## config.mk

```make
export PLATFORM = sky130hd
export DESIGN_NAME = rcv_uart
export DESIGN_NICKNAME = d
export VERILOG_FILES = /design/src/rtl/rcv_uart.sv
export SDC_FILE = /design/constraint.sdc
export NUM_CORES = 1
export LEC_CHECK = 0
export CORE_MARGIN = 8
export CORE_UTILIZATION = 50
export CTS_BUF_LIST = sky130_fd_sc_hd__clkbuf_16
export CTS_CLUSTER_DIAMETER = 80
export DETAILED_ROUTE_END_ITERATION = 12
export PLACE_DENSITY = 0.67
export REMOVE_ABC_BUFFERS = 1
export SLEW_MARGIN = 25
export SYNTH_ARGS = -nofsm -noshare
export SYNTH_HDL_FRONTEND = slang
export SYNTH_SLANG_ARGS = --single-unit
```

## constraint.sdc

```tcl
create_clock -name clk -period 6.6 [get_ports clk]
set_input_delay 1.65 -clock clk [delete_from_list [all_inputs] [get_ports clk]]
set_output_delay 1.65 -clock clk [all_outputs]
set_load 0.02 [all_outputs]
```

## src/rtl/rcv_uart.sv

```systemverilog
// rcv_uart: configurable serial receiver with start-bit glitch rejection,
// 3-sample majority voting per bit and a show-ahead FIFO with sticky overrun.
module rcv_uart #(
   parameter int BIT_CLOCKS = 500,
   parameter int DATA_BITS  = 8,
   parameter int PARITY     = 0,
   parameter int STOP_BITS  = 1,
   parameter int FIFO_DEPTH = 4
) (
   input  logic                 clk,
   input  logic                 reset_n,
   input  logic                 serial_in,
   output logic [DATA_BITS-1:0] rx_data,
   output logic                 rx_parity_err,
   output logic                 rx_frame_err,
   output logic                 rx_valid,
   input  logic                 rx_ready,
   output logic                 overrun,
   input  logic                 overrun_clr
);
   localparam int          PW        = $clog2(FIFO_DEPTH);
   localparam int          WW        = DATA_BITS + 2;
   localparam logic [15:0] HALF_M1   = 16'(BIT_CLOCKS / 2 - 1);
   localparam logic [15:0] FULL_M1   = 16'(BIT_CLOCKS - 1);
   localparam logic [3:0]  LAST_DATA = 4'(DATA_BITS - 1);
   localparam logic [3:0]  LAST_STOP = 4'(STOP_BITS - 1);

   typedef enum logic [2:0] {
      ST_IDLE,
      ST_START,
      ST_DATA,
      ST_PARITY,
      ST_STOP,
      ST_PUSH
   } state_t;

   state_t               state_q, state_d;
   logic                 sync1_q, sync1_d;
   logic                 sync2_q, sync2_d;
   logic [2:0]           v3_q, v3_d;
   logic                 armed_q, armed_d;
   logic [15:0]          cnt_q, cnt_d;
   logic [3:0]           bit_q, bit_d;
   logic [DATA_BITS-1:0] shift_q, shift_d;
   logic                 par_q, par_d;
   logic                 perr_q, perr_d;
   logic                 ferr_q, ferr_d;
   logic [WW-1:0]        mem_q [FIFO_DEPTH];
   logic [WW-1:0]        mem_d [FIFO_DEPTH];
   logic [WW-1:0]        last_q, last_d;
   logic [PW:0]          wr_ptr_q, wr_ptr_d;
   logic [PW:0]          rd_ptr_q, rd_ptr_d;
   logic                 overrun_q, overrun_d;

   logic                 s;
   logic                 vote;
   logic                 tick;
   logic                 push;
   logic                 empty;
   logic                 full;
   logic                 pop;
   logic                 do_write;
   logic [WW-1:0]        head;

   always_ff @(posedge clk or negedge reset_n) begin
      if (!reset_n) begin
         state_q   <= ST_IDLE;
         sync1_q   <= 1'b1;
         sync2_q   <= 1'b1;
         v3_q      <= 3'b111;
         armed_q   <= 1'b0;
         cnt_q     <= '0;
         bit_q     <= '0;
         shift_q   <= '0;
         par_q     <= 1'b0;
         perr_q    <= 1'b0;
         ferr_q    <= 1'b0;
         last_q    <= '0;
         wr_ptr_q  <= '0;
         rd_ptr_q  <= '0;
         overrun_q <= 1'b0;
         for (int i = 0; i < FIFO_DEPTH; i++) begin
            mem_q[i] <= '0;
         end
      end else begin
         state_q   <= state_d;
         sync1_q   <= sync1_d;
         sync2_q   <= sync2_d;
         v3_q      <= v3_d;
         armed_q   <= armed_d;
         cnt_q     <= cnt_d;
         bit_q     <= bit_d;
         shift_q   <= shift_d;
         par_q     <= par_d;
         perr_q    <= perr_d;
         ferr_q    <= ferr_d;
         last_q    <= last_d;
         wr_ptr_q  <= wr_ptr_d;
         rd_ptr_q  <= rd_ptr_d;
         overrun_q <= overrun_d;
         mem_q     <= mem_d;
      end
   end

   always_comb begin
      sync1_d = serial_in;
      sync2_d = sync1_q;
      v3_d    = {v3_q[1:0], sync2_q};
   end

   assign s    = sync2_q;
   assign vote = (v3_q[0] & v3_q[1]) | (v3_q[0] & v3_q[2]) | (v3_q[1] & v3_q[2]);
   assign tick = (cnt_q == 16'd0);

   // After any frame (including a break) IDLE must see the line high before arming.
   always_comb begin
      state_d = state_q;
      armed_d = 1'b0;
      cnt_d   = cnt_q;
      bit_d   = bit_q;
      shift_d = shift_q;
      par_d   = par_q;
      perr_d  = perr_q;
      ferr_d  = ferr_q;
      push    = 1'b0;
      case (state_q)
         ST_IDLE: begin
            armed_d = armed_q | s;
            if (armed_q && !s) begin
               state_d = ST_START;
               cnt_d   = HALF_M1;
               armed_d = 1'b0;
            end
         end
         ST_START: begin
            if (!tick) begin
               cnt_d = cnt_q - 16'd1;
            end else if (vote) begin
               state_d = ST_IDLE;
            end else begin
               state_d = ST_DATA;
               cnt_d   = FULL_M1;
               bit_d   = '0;
               par_d   = 1'b0;
               perr_d  = 1'b0;
               ferr_d  = 1'b0;
            end
         end
         ST_DATA: begin
            if (!tick) begin
               cnt_d = cnt_q - 16'd1;
            end else begin
               cnt_d   = FULL_M1;
               shift_d = {vote, shift_q[DATA_BITS-1:1]};
               par_d   = par_q ^ vote;
               if (bit_q == LAST_DATA) begin
                  bit_d   = '0;
                  state_d = (PARITY != 0) ? ST_PARITY : ST_STOP;
               end else begin
                  bit_d = bit_q + 4'd1;
               end
            end
         end
         ST_PARITY: begin
            if (!tick) begin
               cnt_d = cnt_q - 16'd1;
            end else begin
               cnt_d   = FULL_M1;
               perr_d  = (PARITY == 1) ? ~(par_q ^ vote) : (par_q ^ vote);
               state_d = ST_STOP;
            end
         end
         ST_STOP: begin
            if (!tick) begin
               cnt_d = cnt_q - 16'd1;
            end else begin
               cnt_d = FULL_M1;
               if (!vote) begin
                  ferr_d = 1'b1;
               end
               if (bit_q == LAST_STOP) begin
                  state_d = ST_PUSH;
               end else begin
                  bit_d = bit_q + 4'd1;
               end
            end
         end
         ST_PUSH: begin
            push    = 1'b1;
            state_d = ST_IDLE;
         end
         default: begin
            state_d = ST_IDLE;
         end
      endcase
   end

   assign empty    = (wr_ptr_q == rd_ptr_q);
   assign full     = (wr_ptr_q[PW] != rd_ptr_q[PW]) && (wr_ptr_q[PW-1:0] == rd_ptr_q[PW-1:0]);
   assign pop      = !empty && rx_ready;
   assign do_write = push && (!full || pop);

   // A simultaneous pop frees the slot being written, so a full FIFO still accepts.
   always_comb begin
      mem_d     = mem_q;
      last_d    = last_q;
      overrun_d = overrun_q;
      if (do_write) begin
         mem_d[wr_ptr_q[PW-1:0]] = {ferr_q, perr_q, shift_q};
      end
      if (pop) begin
         last_d = mem_q[rd_ptr_q[PW-1:0]];
      end
      wr_ptr_d = wr_ptr_q + {{PW{1'b0}}, do_write};
      rd_ptr_d = rd_ptr_q + {{PW{1'b0}}, pop};
      if (overrun_clr) begin
         overrun_d = 1'b0;
      end
      if (push && full && !pop) begin
         overrun_d = 1'b1;
      end
   end

   assign head          = empty ? last_q : mem_q[rd_ptr_q[PW-1:0]];
   assign rx_data       = head[DATA_BITS-1:0];
   assign rx_parity_err = head[DATA_BITS];
   assign rx_frame_err  = head[DATA_BITS+1];
   assign rx_valid      = !empty;
   assign overrun       = overrun_q;

endmodule

```

Word level (Yosys, flattened, before mapping)
Index checks and enable logic that the tools add are counted.
{"block": "totals", "reg_bits": 97, "in_bits": 5}
{"block": "classes", "n_addsub": 4, "n_lt_le_gt_ge": 3, "eq_ne": 20, "mux": 41, "n_bitwise": 9, "n_reduce_logical": 29}
{"operator": "$mux 16", "count": 4}
{"operator": "$pmux 16 s3", "count": 1}
{"operator": "$bwmux 40", "count": 1}
{"operator": "$mux 10", "count": 4}
{"operator": "$mux 4", "count": 6}
{"operator": "$mux 3", "count": 7}
{"operator": "$bmux 10 s2", "count": 1}
{"operator": "$demux 10 s2", "count": 1}
{"operator": "$ne 2x2->1 const B", "count": 10}
{"operator": "$logic_not 16->1", "count": 1}
{"operator": "$sub 16x1->16 const B", "count": 1}
{"operator": "$pmux 3 s5", "count": 1}
{"operator": "$pmux 4 s3", "count": 1}
{"operator": "$mux 1", "count": 10}
{"operator": "$reduce_and 4->1", "count": 2}
{"operator": "$reduce_bool 2->1", "count": 4}
{"operator": "$logic_and 1x1->1", "count": 7}
{"operator": "$reduce_and 7->1", "count": 1}
{"operator": "$add 3x1->3", "count": 2}
{"operator": "$eq 3x2->1 const B", "count": 2}
{"operator": "$eq 3x3->1 const B", "count": 2}
{"operator": "$ge 3x3->1 const B", "count": 2}
{"operator": "$not 2->3", "count": 2}
{"operator": "$pmux 1 s2", "count": 3}
{"operator": "other kinds (22)", "count": 30}

Longest topological paths before layout
{"block": "logic_depth", "word_depth": 6, "ltp_mapped": 9, "depth_no_buf": 8}

Least setup slack after synthesis
OpenSTA, ideal clock, no wires.
{"block": "synth_timing", "path_kind": "reg2out", "from": "register rd_ptr_q[0]", "to": "output rx_data[0]", "t_arrival_ps": 1795, "path_slack_ps": 3155, "stages_incl_launch_ff": 4, "path_cell_list": "dfrtp_1 > buf_1 > mux4_2 > mux2_2"}
{"block": "synth_via", "elab_chain_cells": 5, "elab_cells_between_ends": 6}
{"element": "start: declaration", "line_no": "52", "rtl": "logic [PW:0] rd_ptr_q, rd_ptr_d;"}
{"element": "start signal: assignment", "line_no": "99", "rtl": "rd_ptr_q <= rd_ptr_d;"}
{"element": "$not 2->3 (not written as such)", "line_no": "224", "rtl": "assign head = empty ? last_q : mem_q[rd_ptr_q[PW-1:0]];"}
{"element": "$bmux 10 s2", "line_no": "224"}
{"element": "$mux 10 (not written as such) (2 in a row)", "line_no": "224"}
{"element": "$mux 10 (*)", "line_no": "224"}
{"element": "end: declaration", "line_no": "13", "rtl": "output logic [DATA_BITS-1:0] rx_data,"}
Mark *: on every way between the ends. The rest lies on a longest branch, timed or not. The select of a mux whose other input is x is not followed.

Final worst setup path
{"block": "layout_timing", "from": "register rd_ptr_q[0]", "to": "output rx_data[3]"}
The elaborated chain is that of the path after synthesis.

==> metrics.cfg <==
[run_status]
outcome = finished clean

[cells_and_area]
final_net_count = 394
area_growth_pct = 12.4
fin_util_pct = 56.8
n_antenna_cell = 0
drive_above_1_share_pct = 29.5

[routing]
via_per_inst = 5.85
drt_pre_antenna_iters = 4
wire_per_inst_um = 17.2
antenna_left = 0
num_vias = 2914
drc = 0
drtIter0Drc = 76
finalWirelength_um = 8570

[clock_tree]
cts_buffers = 9
postCtsSetupBuffers = 0
cts_tree = done
cts_resized = 0
clockBufferDepth = 2
cts.sinks = 97
clk_transition_reported_paths_ns = 0.07
htree_levels = 3
hold_buffers = 0
root_buffer = clkbuf_16
insertion_delay_ns = 0.34

[worst_setup_path]
worstPathArrival_ns = 2.86
critPathMaxFanout = 12
end_kind = output port
cp.required_ns = 4.95
start_kind = register
criticalPathCategory = register to output port

[logic_synthesis]
yosysSeqAreaShare_pct = 53.4
postSynthCellCount = 366
ys_ff_latch = 97
synth_largest_area_cell = dfrtp_1
post-synth-top-count-cell = dfrtp_1
synth_common_cells = dfrtp_1 (92), mux2_2 (68), nand2_1 (22)
syn_area_um2 = 4560
yosys_warnings = 0
yosys-top-cells-area = dfrtp_1 (51%), mux2_2 (17%), mux4_2 (4.9%)
synth_edf_count = 0
yosys_most_used_dff = dfrtp_1
synth-async-reset-ratio_pct = 100
syn-mean-instance-area_um2 = 12.5
synth_top_area_share_pct = 50.5
synth_cell_types = 50

[floorplanning]
die_y_um = 111
placeableCoreArea_um2 = 9020
die_area_um2 = 12400
start_util_pct = 50.5
ioPinCount = 17
dieWidth_um = 111
rows = 35

[power]
intPower_w = 0.00103
peakVddDrop_mv = 0.205
leakagePower_nw = 2.33
p_per_area_nw_per_um2 = 299
pwr-share-seq_pct = 46.6
switching_share_pct = 33.2
clkPwrFrac_pct = 32.6
p_comb_share_pct = 20.8
net-switching-power_w = 0.000509

[grt]
grt_pass1_wl_um = 14700
grt_overflow_total = 0
grt_use_total_pct = 14.4
first_global_vias = 3017
grt_max_degree = 66
antenna_found_initial = 0

[place]
place_ws_ns = 2.44
gp_congestion = 0.800
io_buffers = 16
dp.final_hpwl_um = 5650

[timing]
final_max_slew_viol_count = 0
fin_crit_sh_pct = 68.3
timing.fmax_mhz = 222
setup_violations = 0
skew_ns = 0.00993
period_needed_ns = 4.51
rsz0062_at_grt = no
hold_ws_ns = 0.357
worstMarginPinSlew_ns = 0.899
hold_violations = 0
worst_slack_ns = 2.09
slew_headroom_pct = 39.9
finalSetupTns_ns = 0

[run]
max_cap_viol_count = 0

[min_path]
hold_class = register to register

## metrics by stage
| stage | power, W | instances | area, um^2 |
|---|---|---|---|
| floorplan | 0.000938 | 352 | 4500 |
| global placement | 0.00103 | 482 | 4830 |
| detailed placement | 0.00104 | 482 | 4830 |
| CTS | 0.00155 | 498 | 5120 |
| global route | 0.00162 | 498 | 5120 |
| finish | 0.00153 | 498 | 5120 |
## worst paths after layout
check	from	cells after the start	slack (ns)	endpoint
min in group asynchronous	reset_n	1	1.24	rd_ptr_q[2]$_DFF_PN0_
max in group asynchronous	reset_n	2	4.21	mem_q[6]$_DFFE_PN0P_
min	sync1_q$_DFF_PN1_	0	0.36	s$_DFF_PN1_
min reg2reg	sync1_q$_DFF_PN1_	0	0.36	s$_DFF_PN1_
max	rd_ptr_q[0]$_DFF_PN0_	5	2.09	rx_data[3]
max reg2reg	rd_ptr_q[0]$_DFF_PN0_	8	3.75	rd_ptr_q[2]$_DFF_PN0_
## final cells by class
cell class,instances,area [um^2]
Inverter,13,48.8
Clock inverter,7,63.8
Clock buffer,9,225
Tap cell,111,139
Timing Repair Buffer,19,180
Multi-Input combinational cell,242,2030
Sequential cell,97,2430
Fill cell,759,3900
## critical path: stages, from the launching register on
cell and delay, ns:
dfrtp_1 0.82, xor2_1 0.25, nor2_1 0.08, nand2_1 0.42, mux2_2 0.40, clkdlybuf4s50_1 0.54
## power by group through the flow
stage | Combinational [W] | Sequential, W | Clock, W
2_1_floorplan | 0.000234 | 0.000704 | 0
3_3_place_gp | 0.000308 | 0.000726 | 0
3_5_place_dp | 0.000318 | 0.000727 | 0
4_1_cts | 0.000321 | 0.000716 | 0.000513
5_1_grt | 0.000357 | 0.000727 | 0.000532
6_report | 0.000318 | 0.000716 | 0.000500
## registers in the layout, summed over array words and instances (netlist names), 3 cells and up
signal,count
bit_q,4
cnt_q,16
last_q,10
mem_q,40
rd_ptr_q,3
shift_q,8
state_q,3
v3_q,3
wr_ptr_q,3
## layer usage
layer	vias up	track usage, %	part of all wire [%]
met4	0	5.07	1.2
met5	-	0	0
met1	1491	17.0	44
li1	1387	-	-
met2	27	25.2	52
met3	9	3.17	2.7
## logic make-up (layout without fill, tap and decap cells)
group	after synthesis	after routing	synth area share, %
mux	79	79	22.0
buf+inv	27	48	2.25
fa+ha+maj	8	8	2.14
simple gates	96	96	11.6
flops	97	97	53.4
xor+xnor	6	6	1.15
compound gates	53	53	7.50
## placed cells by master (no fill, tap or decap), types with 4 or more instances in the layout
cell type,count
dfrtp_1,92
mux2_2,68
nand2_1,22
o21ai_0,21
nor2_1,15
clkdlybuf4s50_1,15
inv_1,13
mux4_2,10
nand3_1,10
clkbuf_16,9
nor4_1,7
nor3_1,7
ha_1,7
a21oi_1,6
or3_1,5
dfstp_2,5
xor2_1,4
or3b_2,4
a21o_1,4
o211ai_1,4
buf_4,4
(Power assumes the default switching activity.)
